`src/rtl/dma_copy_master.sv`:
```
`default_nettype none
// ============================================================================
// dma_copy_master : single-channel word-copy engine, one bus transaction at a time
// Revision 1.0
// ============================================================================
module dma_copy_master #(
  parameter int LEN_W = 16
) (
  input  logic             clk,
  input  logic             rst,
  input  logic             start_i,
  input  logic [31:0]      src_addr_i,
  input  logic [31:0]      dst_addr_i,
  input  logic [LEN_W-1:0] len_i,
  output logic             busy_o,
  output logic             done_o,
  output logic [31:0]      addr_o,
  output logic [31:0]      data_o,
  output logic [3:0]       sel_o,
  output logic             we_o,
  output logic             req_valid_o,
  input  logic             req_ready_i,
  input  logic [31:0]      data_i,
  input  logic             rsp_valid_i,
  output logic             rsp_ready_o
);

  localparam logic [2:0] S_IDLE   = 3'd0;
  localparam logic [2:0] S_RD_REQ = 3'd1;
  localparam logic [2:0] S_RD_RSP = 3'd2;
  localparam logic [2:0] S_WR_REQ = 3'd3;
  localparam logic [2:0] S_WR_RSP = 3'd4;
  localparam logic [2:0] S_DONE   = 3'd5;

  localparam logic [31:0] WORD_MASK = 32'hFFFF_FFFC;

  logic [2:0]       state_q, state_d;
  logic [31:0]      src_q, src_d;
  logic [31:0]      dst_q, dst_d;
  logic [31:0]      addr_q, addr_d;
  logic [31:0]      data_q, data_d;
  logic [LEN_W-1:0] rem_q, rem_d;
  logic             last_word;

  assign last_word = (rem_q == LEN_W'(1));

  always_ff @(posedge clk) begin
    if (rst) begin
      state_q <= S_IDLE;
    end else begin
      state_q <= state_d;
    end
  end

  always_comb begin
    state_d = state_q;
    case (state_q)
      S_IDLE:   if (start_i) state_d = (len_i != '0) ? S_RD_REQ : S_DONE;
      S_RD_REQ: if (req_ready_i) state_d = S_RD_RSP;
      S_RD_RSP: if (rsp_valid_i) state_d = S_WR_REQ;
      S_WR_REQ: if (req_ready_i) state_d = S_WR_RSP;
      S_WR_RSP: if (rsp_valid_i) state_d = last_word ? S_DONE : S_RD_REQ;
      S_DONE:   state_d = S_IDLE;
      default:  state_d = S_IDLE;
    endcase
  end

  // addr_q/data_q are loaded on the edge entering a request state, so they
  // stay frozen for the whole request and hold their value afterwards.
  always_comb begin
    src_d  = src_q;
    dst_d  = dst_q;
    addr_d = addr_q;
    data_d = data_q;
    rem_d  = rem_q;
    case (state_q)
      S_IDLE: begin
        if (start_i && (len_i != '0)) begin
          src_d  = src_addr_i & WORD_MASK;
          dst_d  = dst_addr_i & WORD_MASK;
          rem_d  = len_i;
          addr_d = src_addr_i & WORD_MASK;
        end
      end
      S_RD_RSP: begin
        if (rsp_valid_i) begin
          data_d = data_i;
          addr_d = dst_q;
        end
      end
      S_WR_RSP: begin
        if (rsp_valid_i) begin
          src_d = src_q + 32'd4;
          dst_d = dst_q + 32'd4;
          rem_d = rem_q - LEN_W'(1);
          if (!last_word) addr_d = src_q + 32'd4;
        end
      end
      default: ;
    endcase
  end

  always_ff @(posedge clk) begin
    if (rst) begin
      src_q  <= '0;
      dst_q  <= '0;
      addr_q <= '0;
      data_q <= '0;
      rem_q  <= '0;
    end else begin
      src_q  <= src_d;
      dst_q  <= dst_d;
      addr_q <= addr_d;
      data_q <= data_d;
      rem_q  <= rem_d;
    end
  end

  always_comb begin
    busy_o      = (state_q != S_IDLE);
    done_o      = (state_q == S_DONE);
    req_valid_o = (state_q == S_RD_REQ) || (state_q == S_WR_REQ);
    we_o        = (state_q == S_WR_REQ);
    rsp_ready_o = (state_q == S_RD_RSP) || (state_q == S_WR_RSP);
    addr_o      = addr_q;
    data_o      = data_q;
    sel_o       = 4'b1111;
  end

endmodule
`default_nettype wire

```
`config.mk`:
```
export PLATFORM = sky130hd
export DESIGN_NAME = dma_copy_master
export DESIGN_NICKNAME = d
export VERILOG_FILES = /design/src/rtl/dma_copy_master.sv
export SDC_FILE = /design/constraint.sdc
export NUM_CORES = 1
export LEC_CHECK = 0
export ABC_AREA = 1
export BUFFER_PORTS_ARGS = -buffer_cell sky130_fd_sc_hd__buf_4
export CELL_PAD_IN_SITES_DETAIL_PLACEMENT = 2
export CELL_PAD_IN_SITES_GLOBAL_PLACEMENT = 2
export CORE_ASPECT_RATIO = 0.9
export CORE_UTILIZATION = 30
export DETAILED_ROUTE_END_ITERATION = 7
export PLACE_DENSITY = 0.87
export SKIP_CTS_REPAIR_TIMING = 1
export SLEW_MARGIN = 20
export SYNTH_ARGS = -nofsm -noshare
export SYNTH_HDL_FRONTEND = slang
export SYNTH_SLANG_ARGS = --single-unit
```
`constraint.sdc`:
```
create_clock -name clk -period 4.8 [get_ports clk]
set_input_delay 0.24 -clock clk [delete_from_list [all_inputs] [get_ports clk]]
set_output_delay 0.24 -clock clk [all_outputs]
set_load 0.005 [all_outputs]
```
Yosys cells after proc, flatten, opt, wreduce, memory -nomap -nowiden

Cells that the tools add are included.

$add $sub $neg: 3
Equal/unequal tests: 13
Mux-type cells: 21
Reduce and logical (&&, ||, !) cells: 12

Operators by type and width:

| operator              | count |
|---|---|
| $mux 32               | 7 |
| $pmux 32 s2           | 2 |
| $pmux 32 s3           | 1 |
| $add 32x3->32 const B | 2 |
| $mux 16               | 2 |
| $pmux 16 s2           | 1 |
| $mux 3                | 7 |
| $eq 16x1->1 const B   | 1 |
| $reduce_bool 16->1    | 1 |
| $sub 16x1->16 const B | 1 |
| $pmux 3 s5            | 1 |
| $ne 2x2->1 const B    | 6 |
| $reduce_and 5->1      | 2 |
| $eq 3x2->1 const B    | 2 |
| $eq 3x3->1 const B    | 2 |
| $reduce_bool 3->1     | 2 |
| $eq 3x1->1 const B    | 1 |
| $logic_not 3->1       | 1 |
| $reduce_and 3->1      | 1 |
| $logic_or 1x1->1      | 2 |
| $ne 2x1->1 const B    | 1 |
| $reduce_and 2->1      | 1 |
| $reduce_bool 2->1     | 1 |
| $logic_and 1x1->1     | 1 |

Register bits: 147
Logic and storage cells: 55

Longest topological paths before layout

Gate-level depths: netlist of the first run.

Word-level depth: 4
Mapped depth: 12

Least setup slack after synthesis of the first run

No wires, ideal clock.

Path kind: flip-flop to flip-flop
Start: register src_q[3]
End: register addr_q[18], in the netlist addr_o[18]
Data arrival time: 1.450 ns
Setup slack: 3.236 ns
Cell stages (with the launch flop): 11
Path buffers: 0
Path through: dfxtp_1 ha_1 nand2_1 nor2_1 nand2_1 o21ai_0 nand2_1 nand2_1 inv_1 nor2_1 nor2_1

Longest elaborated chain between the ends: 4

Ends and longest elaborated chain:

| item                   | RTL line | source |
|---|---|---|
| from (decl)            | 38       | `logic [31:0] src_q, src_d;` |
| from (signal assigned) | 111      | `src_q <= src_d;` |
| $add 32x3->32          | 96       | `if (!last_word) addr_d = src_q + 32'd4;` |
| $mux 32                | 96       |  |
| $mux 32                | 92       | `if (rsp_valid_i) begin` |
| $pmux 32 s3            | 76       | `case (state_q)` |
| to (signal assigned)   | 113      | `addr_q <= addr_d;` |
| to (decl)              | 40       | `logic [31:0] addr_q, addr_d;` |

Every way passes these cells. The select of a mux whose other input is x is not followed.
A chain may end at the register's enable or synchronous reset.

Worst setup path in the final report of the first run

Start: register state_q[1]
End: register addr_q[7], in the netlist addr_o[7]

Longest elaborated chain between the ends: 3

Ends and longest elaborated chain:

| item                                                             | RTL line | source |
|---|---|---|
| from (decl)                                                      | 37       | `logic [2:0] state_q, state_d;` |
| from (signal assigned)                                           | 51       | `state_q <= state_d;` |
| $eq 3x3->1 (tied with other cells)                               | 76       |  |
| $ne 2x2->1 (no line) / $reduce_bool 3->1 (equally long branches) | --       |  |
| $reduce_and 5->1 (no line)                                       | --       |  |

Parallel ways exist; a longest one is shown, timed or not.

==> results of run 1 <==
-- worst paths after layout --
check | endpoint | depth (start not counted) | startpoint
max | addr_o[7]$_SDFFE_PP0P_ | 11 | state_q[1]$_SDFFE_PP0P_
min | data_o[5]$_SDFFE_PP0P_ | 3 | data_i[5]
min reg2reg | rem_q[11]$_SDFFE_PP0P_ | 2 | rem_q[11]$_SDFFE_PP0P_
max reg2reg | addr_o[7]$_SDFFE_PP0P_ | 11 | state_q[1]$_SDFFE_PP0P_
-- layer usage --
layer	vias to the layer above	global-route usage (%)	wire length (um)
met1	5090	34.0	18100
met3	39	6.39	2330
li1	5006	-	-
met5	-	0	0
met4	0	8.40	818
met2	250	44.6	17700
-- worst min-delay path, stage by stage --
cell,delay [ns]
buf_4,0.08
nor2_1,0.03
nor2_1,0.08
-- sequential cells by signal, summed over array words and instances, names as in the netlist --
register  flops
state_q       3
src_q        30
rem_q        16
addr_o       31
data_o       32
dst_q        30
-- kinds of logic after synthesis --
family | count (synthesis) | share of synthesized area [%]
AO/OA/AOI/OAI | 262 | 16.3
buffers and inverters | 215 | 10.1
XOR/XNOR | 6 | 0.603
multiplexers | 1 | 0.115
AND/OR/NAND/NOR | 866 | 39.6
flip-flops | 142 | 32.6
adder cells (fa/ha/maj) | 4 | 0.574
other | 1 | 0.0430
-- final cells by class --
type / instances / area [um2]
clock buffer: 21 / 470
tap: 360 / 450
inverter: 145 / 547
timing repair buffer: 190 / 1430
sequential: 142 / 2840
clock inverter: 11 / 85.1
fill: 3594 / 17400
multi-input combinational: 1143 / 5000
-- Yosys cell counts (3+ instances only) --
master | instances | area (um2)
nand2_1 | 384 | 1440
nor2_1 | 362 | 1360
dfxtp_1 | 142 | 2840
inv_1 | 138 | 518
o21ai_0 | 114 | 571
nand3_1 | 88 | 440
a21oi_1 | 80 | 400
clkbuf_1 | 37 | 139
o21bai_1 | 21 | 158
o21ai_1 | 18 | 90.1
buf_2 | 14 | 70.1
buf_4 | 14 | 105
o22ai_1 | 14 | 87.6
inv_2 | 7 | 26.3
nand4_1 | 7 | 43.8
or2_2 | 6 | 37.5
a22oi_1 | 5 | 37.5
o211ai_1 | 5 | 37.5
xor2_1 | 5 | 43.8
buf_1 | 4 | 15.0
ha_1 | 4 | 50.1
nand2_2 | 4 | 25.0
nor2_2 | 4 | 25.0
nor3_1 | 4 | 20.0
a31oi_1 | 3 | 18.8
nand3_2 | 3 | 30.0
-- stage by stage --
step / hold slack, ns / instance area [um2] / total power [uW]
3_3_place_gp: 0.462 / 10300 / 4310
4_1_cts: -0.00229 / 10800 / 5820
2_1_floorplan: 0.375 / 8730 / 3410
3_5_place_dp: 0.472 / 10300 / 4450
6_report: 0.0107 / 10800 / 5780
5_1_grt: 0.00913 / 10800 / 6190
-- where the power goes --
| part | leakage (uW) | switching (uW) | internal (uW) |
|---|---|---|---|
| Clock | 0.000260 | 600 | 706 |
| Sequential | 0.00117 | 387 | 1570 |
| Combinational | 0.00343 | 1630 | 886 |
| Total | 0.00486 | 2620 | 3170 |
==> metrics.txt, run 1 <==
Worst path slowest cell=nor2_4; clock tree buffer depth=2; # diodes=0; Residual DRC=0; Synth Instances=approximately 1500; flops & latches, synth=about 140; Worst path most repeated cell=buf_4; Final Worst Setup Slack=1.54 ns; initial DRC count=between 400 and 500; post-synthesis cell type count=34; CP max FO=56; Final Critical Period=3.26 ns; worst path bufs/invs=4; Detail Placement HPWL=27.9 mm; final setup violating endpoints=0; Die Width=approximately 180 um; initial antenna violation count=0; num ports=190; RePlAce Congestion=0.858; commonest non-fill, non-tap cell in the layout=nand2_1; CORE AREA=about 28000 um2; H-Tree Level Count=4; Worst-path clk slew=0.07 ns; CTS buffer count=17; CP top delay family=simple AND/OR/NAND/NOR gates; initial cell density of the core=30.9%; internal reg-to-reg setup slack=1.54 ns; CP Launch Type=register; die height=164 um; Final ANT Viol Nets=0; sequential area share after synthesis=between 30% and 40%; f_max=307 MHz; crit-path cells=inv_2 -> nand3_2 -> buf_4 -> nand2_2 -> buf_4 -> nand2_1 -> nand3_2 -> nor2_4 -> buf_4 -> o21ai_1 -> nor2_1; Tcrit/Tclk final=67.9%; fin cells=2012; num rows=58; crit end category=register; Clock Latency Late Sink=0.45 ns; worst path required time=about 5.2 ns; Final Util=38.3%; CTS tree=done; IO buf count=181; Avg Inst Size Synth=5.82 um2; Arr. time, crit path=3.63 ns; Total Die Area=between 20000 and 30000 um2; first-pass GRT wire length=61.7 mm; fin. max-slew vios=0; actual slew at the worst max-slew pin=1.06 ns; clock sink total=around 140; predominant post-synthesis flop cell=dfxtp_1; outcome=finished clean; Setup TNS Final=0 ns; DRT Wirelength=39.0 mm; most frequent cells in the layout=nand2_1, nor2_1, buf_4, dfxtp_1, inv_1; power density over the cells=approximately 530 nW/um2; synthesized area=about 8700 um2; kind of path behind the tightest hold check=in -> reg; WL/cell=between 15 and 20 um; Clock Skews=0.0103 ns; Worst slew margin=approximately 29%; Post-synth EDFFs=0; peak supply drop=0.278 mV; FFs w/ async S/R, synth=0%; WS Path Type=reg -> reg; GR Overflow Total=0; Max-cap violations=0; slowest stage delay, CP=0.77 ns; vias in the first global route=roughly 11000; routed via count=10400; unrepaired setup endpoints after global routing=false; Total GRT Usage=26.7%; CTS root buffer=clkbuf_16; worst slack at placement=1.55 ns; largest net degree at the start of global routing=96; Area Overhead vs Synth=24.2%; layout cells sized above 1=15.0%; nets=1760; Fin. Hold Viols=0; LEAKAGE=between 0.004 and 0.005 uW; Detailed Routing Iterations Pass 1=5; total number of yosys warnings=0; routed vias/inst=just over 5; Inst Count DP=just under 2000
No activity file was read; power rests on OpenSTA's default activity.
==> inputs of run 2 (changes only) <==
--- a/config.mk
+++ b/config.mk
@@ -5,14 +5,14 @@
 export SDC_FILE = /design/constraint.sdc
 export NUM_CORES = 1
 export LEC_CHECK = 0
-export ABC_AREA = 1
+export ABC_AREA = 0
 export BUFFER_PORTS_ARGS = -buffer_cell sky130_fd_sc_hd__buf_4
 export CELL_PAD_IN_SITES_DETAIL_PLACEMENT = 2
 export CELL_PAD_IN_SITES_GLOBAL_PLACEMENT = 2
 export CORE_ASPECT_RATIO = 0.9
 export CORE_UTILIZATION = 30
 export DETAILED_ROUTE_END_ITERATION = 7
-export PLACE_DENSITY = 0.87
+export PLACE_DENSITY = 0.81
 export SKIP_CTS_REPAIR_TIMING = 1
 export SLEW_MARGIN = 20
 export SYNTH_ARGS = -nofsm -noshare
==> constraint.sdc (replaced) <==
create_clock -name clk -period 3.4 [get_ports clk]
set_input_delay 0.17 -clock clk [delete_from_list [all_inputs] [get_ports clk]]
set_output_delay 0.17 -clock clk [all_outputs]
set_load 0.005 [all_outputs]
==> run 2 against run 1 <==
Effect of this change: the flow now finishes with violations (negative hold slack); sequential share of layout area increased by 0.49 points; combinational power decreased by 66%; clock-buffer cell count decreased by 4; synthesized cell count decreased by 26%; clock power increased by 52%; sequential power about the same; critical path type is now reg -> out; largest cell class unchanged; synthesized area decreased by 6.6%; global-route usage decreased by 2.0 points.
==> metrics.txt, run 2 <==
slowest stage delay, CP=0.72 ns (was 0.77 ns); initial DRC count=591 (was 482); crit-path cells=nor3b_4 -> buf_4 -> nor2_2 -> buf_4 -> inv_1 -> buf_4 (was inv_2 -> nand3_2 -> buf_4 -> nand2_2 -> buf_4 -> nand2_1 -> nand3_2 -> nor2_4 -> buf_4 -> o21ai_1 -> nor2_1); fin. max-slew vios=0 (unchanged); most frequent cells in the layout=buf_4, nand2_1, a21oi_1, dfxtp_1, nor2_1 (was nand2_1, nor2_1, buf_4, dfxtp_1, inv_1); switching part of the total=31.7% (was 45.3%); vias in the first global route=9486 (was 11200); violated checks=negative hold slack; CP top delay family=simple AND/OR/NAND/NOR gates (unchanged); commonest non-fill, non-tap cell in the layout=buf_4 (was nand2_1); actual slew at the worst max-slew pin=0.874 ns (was 1.06 ns); Worst slew margin=41.7% (was 29.2%); final setup violating endpoints=0 (unchanged); predominant post-synthesis flop cell=dfxtp_1 (unchanged); FFs w/ async S/R, synth=0% (unchanged); Avg Inst Size Synth=7.37 um2 (was 5.82 um2); Residual DRC=0 (unchanged); fill count=3081 (was 3594); synthesized area=8140 um2 (was 8720 um2); layout cells sized above 1=21.5% (was 15.0%); CTS buffer count=17 (unchanged); routed via count=9320 (was 10400); GR Overflow Total=0 (unchanged); flops & latches, synth=142 (unchanged); H-Tree Level Count=4 (unchanged); most frequent cell after synthesis=nand2_1 (unchanged); worst r2r path cells=5 (was 11); first-pass GRT wire length=53.5 mm (was 61.7 mm); clock share of power=41.3% (was 22.6%); CP Depth=6 (was 11); WL/cell=21.9 um (was 19.4 um); CTS root buffer=clkbuf_16 (unchanged); Hold Path Depth=3 (unchanged); clock sink total=142 (unchanged); Worst path slowest cell=dfxtp_1 (was nor2_4); WS Path Type=reg -> out (was reg -> reg); num ports=190 (unchanged); internal reg-to-reg setup slack=0.76 ns (was 1.54 ns); Cell Area, Placed=9820 um2 (was 10300 um2); total number of yosys warnings=0 (unchanged); CP max FO=16 (was 56); Fin. Hold Viols=6 (was 0); kind of path behind the tightest hold check=in -> reg (unchanged); Clock Skews=0.0122 ns (was 0.0103 ns); Tcrit/Tclk final=approximately 82%; Synth area leader=dfxtp_1 (unchanged); IO buf count=181 (unchanged); power density over the cells=454 nW/um2 (was 534 nW/um2); # diodes=0 (unchanged); Die Width=176 um (was 182 um); Commonest cells post-synth=nand2_1, a21oi_1, dfxtp_1 (was nand2_1, nor2_1, dfxtp_1); Detail Placement HPWL=23.9 mm (was 27.9 mm); Total GRT Usage=24.7% (was 26.7%); post-synthesis cell type count=69 (was 34); Area Overhead vs Synth=30.6% (was 24.2%); nets=1375 (was 1760); Flop pwr share=40.9% (was 33.9%); routed vias/inst=5.77 (was 5.16); Arr. time, crit path=2.61 ns (was 3.63 ns); Final Critical Period=approximately 2.8 ns; Total Die Area=27800 um2 (was 29700 um2); sequential area share after synthesis=34.9% (was 32.6%); CTS tree=done (unchanged); P_sw=1530 uW (was 2620 uW); Setup TNS Final=0 ns (unchanged); Worst-path clk slew=0.07 ns (about the same); die height=158 um (was 164 um); CP Launch Type=register (unchanged); worst path bufs/invs=4 (unchanged); largest net degree at the start of global routing=74 (was 96); Worst path most repeated cell=buf_4 (unchanged); Pint=3300 uW (was 3170 uW); hold slack=-0.0183 ns (was 0.0107 ns); RePlAce Congestion=0.843 (was 0.858); f_max=359 MHz; crit end category=output port (was register); max FFs per register=32 (unchanged); final instance area=10600 um2 (was 10800 um2); CORE AREA=26300 um2 (was 28200 um2); unrepaired setup endpoints after global routing=false (unchanged); num rows=56 (was 58); Max-cap violations=0 (unchanged); Clock Latency Late Sink=0.44 ns (was 0.45 ns); DRT Wirelength=35.4 mm (was 39.0 mm); outcome=finished with violations (was finished clean); worst path required time=3.23 ns (was 5.17 ns); combinational share of power=17.9% (was 43.5%); peak supply drop=0.272 mV (was 0.278 mV); initial antenna violation count=0 (unchanged); LEAKAGE=0.00408 uW (was 0.00486 uW); Post-synth EDFFs=0 (unchanged); Detailed Routing Iterations Pass 1=7 (was 5); Synth Instances=1104 (was 1497); clock tree buffer depth=2 (unchanged); Final ANT Viol Nets=0 (unchanged); Synth top area share=34.9% (was 32.6%); initial cell density of the core=30.9% (about the same); ranking of synthesized cells by area=dfxtp_1, a21oi_1, nand2_1 (was dfxtp_1, nand2_1, nor2_1)
==> run 2: cell count changes in the layout (fill, tap and decap cells not counted), sizes merged, moves of 24 or more <==
cell	previous run	this run
a211oi	0	28
a311oi	0	24
o21ai	132	59
nand3	91	31
nor2	367	77
nand2	388	164
inv	145	36
a21oi	80	148
==> run 2: worst paths after layout <==
| check | startpoint | endpoint |
|---|---|---|
| setup / recovery | state_q[0]$_SDFFE_PP0P_ | rsp_ready_o |
| hold / removal | data_i[21] | data_o[21]$_SDFFE_PP0P_ |
| setup reg to reg | rem_q[10]$_SDFFE_PP0P_ | addr_o[20]$_SDFFE_PP0P_ |
| hold reg to reg | data_o[24]$_SDFFE_PP0P_ | data_o[24]$_SDFFE_PP0P_ |
==> run 2: through the flow <==
step | power (uW) | cells | worst slack (ns) | utilization, %
5_1_grt | 5020 | 1615 | 0.456 | 40.3
3_3_place_gp | 2800 | 1563 | 0.709 | 37.3
3_5_place_dp | 2840 | 1563 | 0.618 | 37.3
6_report | 4830 | 1615 | 0.616 | 40.3
2_1_floorplan | 2410 | 1107 | 1.10 | -
4_1_cts | 4850 | 1595 | 0.229 | 39.6
==> run 2: logic make-up after synthesis <==
| family | count (synthesis) | synth area share [%] |
|---|---|---|
| AOI/OAI and AO/OA | 377 | 29.7 |
| adders and majority gates | 4 | 0.615 |
| buffers and inverters | 131 | 6.73 |
| DFF | 142 | 34.9 |
| other | 1 | 0.0461 |
| xor gates and xnor gates | 11 | 1.18 |
| muxes | 5 | 0.630 |
| and+or+nand+nor | 433 | 26.2 |
==> run 2: power groups by stage <==
stage	logic, uW	clock network, uW	registers (uW)
final	863	1990	1970
after global routing	947	2090	1990
after CTS	844	2040	1970
after detailed placement	836	0	2000
after global placement	807	0	1990
after floorplan	479	0	1930
==> run 2: layout make-up <==
type	count	area (um2)	area share [%]
multi-input cells	834	4820	45.4
flip-flops and latches	142	2840	26.8
repair buffers	231	1820	17.1
well taps	348	435	4.10
clock buffers	17	425	4.00
clock inverters	15	176	1.66
inverters	28	105	0.989
==> run 2: worst min-delay path: cells and delay by family <==
family / cells / cell delay, ns
buffers and inverters: 1 / 0.11
AND/OR/NAND/NOR: 1 / 0.05
AO/OA/AOI/OAI: 1 / 0.05
==> run 2: metal layers <==
layer / track usage (%) / part of all wire, % / vias to the layer above
met1: 33.3 / 46 / 4660
met5: 0 / 0 / -
met4: 8.70 / 2.1 / 0
met3: 3.46 / 4.9 / 48
met2: 40.3 / 47 / 257
li1: - / - / 4355
==> inputs of run 3 (changes only) <==
--- a/config.mk
+++ b/config.mk
@@ -5,14 +5,14 @@
 export SDC_FILE = /design/constraint.sdc
 export NUM_CORES = 1
 export LEC_CHECK = 0
-export ABC_AREA = 0
+export ABC_AREA = 1
 export BUFFER_PORTS_ARGS = -buffer_cell sky130_fd_sc_hd__buf_4
 export CELL_PAD_IN_SITES_DETAIL_PLACEMENT = 2
 export CELL_PAD_IN_SITES_GLOBAL_PLACEMENT = 2
 export CORE_ASPECT_RATIO = 0.9
-export CORE_UTILIZATION = 30
+export CORE_UTILIZATION = 25
 export DETAILED_ROUTE_END_ITERATION = 7
-export PLACE_DENSITY = 0.81
+export PLACE_DENSITY = 0.77
 export SKIP_CTS_REPAIR_TIMING = 1
 export SLEW_MARGIN = 20
 export SYNTH_ARGS = -nofsm -noshare
==> constraint.sdc (replaced) <==
create_clock -name clk -period 2.5 [get_ports clk]
set_input_delay 0.125 -clock clk [delete_from_list [all_inputs] [get_ports clk]]
set_output_delay 0.125 -clock clk [all_outputs]
set_load 0.005 [all_outputs]
==> run 3 against run 2 <==
Effect of this change: the run now ends clean; non-clock buffer count increased by 7; critical endpoint is now src_q[9]$_SDFFE_PP0P_; worst hold slack better by 0.023 ns; register-to-register slack worse by 0.42 ns; clock skew shrank 0.0040 ns; worst setup slack worse by 0.27 ns; sequential share of layout area decreased by 2.0 points; wire length rose by 13%.
==> metrics.txt, run 3 (same netlist as run 1, synthesis figures left out) <==
vias in the first global route=10900 (was 9486); peak supply drop=0.506 mV (was 0.272 mV); H-Tree Level Count=4 (unchanged); num rows=64 (was 56); Area Overhead vs Synth=31.8% (was 30.6%); clock sink total=142 (unchanged); commonest non-fill, non-tap cell in the layout=nand2_1 (was buf_4); RePlAce Congestion=0.876 (was 0.843); CTS tree=done (unchanged); Detailed Routing Iterations Pass 1=5 (was 7); Clock Latency Late Sink=0.45 ns (was 0.44 ns); actual slew at the worst max-slew pin=0.677 ns (was 0.874 ns); internal reg-to-reg setup slack=0.34 ns (was 0.76 ns); initial DRC count=446 (was 591); GR Overflow Total=0 (unchanged); die height=179 um (was 158 um); Max-cap violations=0 (unchanged); f_max=about 460 MHz; final instance area=11500 um2 (was 10600 um2); GR Layer Usage met3=5.49% (was 3.46%); Clock Skews=0.00825 ns (was 0.0122 ns); hold slack=0.00442 ns (was -0.0183 ns); CP max FO=43 (was 16); fin. max-slew vios=0 (unchanged); Arr. time, crit path=2.53 ns (was 2.61 ns); initial antenna violation count=0 (unchanged); unrepaired setup endpoints after global routing=false (unchanged); Flop pwr share=32.4% (was 40.9%); Die Width=199 um (was 176 um); Total Die Area=35600 um2 (was 27800 um2); layout cells sized above 1=15.5% (was 21.5%); Global Route met2 Usage=36.8% (was 40.3%); num ports=190 (unchanged); max FFs per register=32 (unchanged); LEAKAGE=0.00511 uW (was 0.00408 uW); combinational share of power=43.5% (was 17.9%); initial cell density of the core=25.5% (was 30.9%); outcome=finished clean (was finished with violations); WL/cell=18.5 um (was 21.9 um); worst path required time=2.88 ns (was 3.23 ns); nets=1808 (was 1375); # diodes=0 (unchanged); WS Path Type=reg -> reg (was reg -> out); clock tree buffer depth=2 (unchanged); first-pass GRT wire length=60.9 mm (was 53.5 mm); Setup TNS Final=0 ns (unchanged); Fin. Hold Viols=0 (was 6); Tcrit/Tclk final=between 80% and 90%; routed vias/inst=4.85 (was 5.77); final setup violating endpoints=0 (unchanged); GR peak layer=met2 (unchanged); kind of path behind the tightest hold check=in -> reg (unchanged); CTS buffer count=17 (unchanged); Cell Area, Placed=10500 um2 (was 9820 um2); Worst slew margin=54.9% (was 41.7%); Worst-path clk slew=0.07 ns (about the same); crit end category=register (was output port); Final ANT Viol Nets=0 (unchanged); Final Critical Period=2.16 ns; GR Util met1=29.3% (was 33.3%); CORE AREA=34200 um2 (was 26300 um2); routed via count=10500 (was 9320); most frequent cells in the layout=nand2_1, nor2_1, buf_4, dfxtp_1, inv_1 (was buf_4, nand2_1, a21oi_1, dfxtp_1, nor2_1); P_sw=5090 uW (was 1530 uW); CTS root buffer=clkbuf_16 (unchanged); clock share of power=24.1% (was 41.3%); DRT Wirelength=39.9 mm (was 35.4 mm); total power=11500 uW (was 4830 uW); Pint=6400 uW (was 3300 uW); Total GRT Usage=22.4% (was 24.7%); Residual DRC=0 (unchanged); power density over the cells=1000 nW/um2 (was 454 nW/um2); Final Util=33.6% (was 40.3%); switching part of the total=44.3% (was 31.7%); IO buf count=181 (unchanged); CP Launch Type=register (unchanged); largest net degree at the start of global routing=73 (was 74); Detail Placement HPWL=29.2 mm (was 23.9 mm)
==> run 3: cell type report <==
cell class	count	area [um2]
clock inverter	13	154
fill	4259	22700
inverter	145	546
sequential	142	2840
timing repair buffer	238	1910
clock buffer	19	453
tap	462	578
multi-input combinational	1143	5000
==> run 3: stage by stage <==
stage | worst slack [ns] | std cells
after global placement | 0.424 | 2096
after floorplan | 0.936 | 1500
after CTS | 0.329 | 2128
after detailed placement | 0.355 | 2096
after global routing | 0.112 | 2162
final | 0.343 | 2162
==> run 3: critical path, cell delays in order (launching register included) <==
cell and delay [ns]:
dfxtp_1 0.33, inv_2 0.12, nand2_1 0.08, nor2_2 0.14
inv_2 0.07, nor2_2 0.10, nand2_2 0.22, nand2_2 0.18
buf_4 0.44, o21ai_0 0.20, nor2_1 0.15
==> run 3: worst paths after layout <==
path	startpoint	endpoint	depth (start not counted)
hold reg to reg	addr_o[1]$_SDFFE_PP0P_	addr_o[1]$_SDFFE_PP0P_	2
hold / removal	src_addr_i[12]	src_q[12]$_SDFFE_PP0P_	5
setup reg to reg	state_q[0]$_SDFFE_PP0P_	src_q[9]$_SDFFE_PP0P_	10
setup / recovery	state_q[0]$_SDFFE_PP0P_	src_q[9]$_SDFFE_PP0P_	10
==> run 3: power groups by stage <==
| stage | registers [uW] | logic, uW | clock network (uW) |
|---|---|---|---|
| after floorplan | 3580 | 2970 | 0 |
| after global placement | 3720 | 4780 | 0 |
| after detailed placement | 3750 | 4980 | 0 |
| after CTS | 3720 | 5040 | 2810 |
| after global routing | 3830 | 5610 | 2900 |
| final | 3720 | 5000 | 2760 |
==> run 3: layer usage <==
layer,wire [um],share of wire [%]
met3,2180,5.5
met4,504,1.3
met2,18400,46
met1,18800,47
met5,0,0
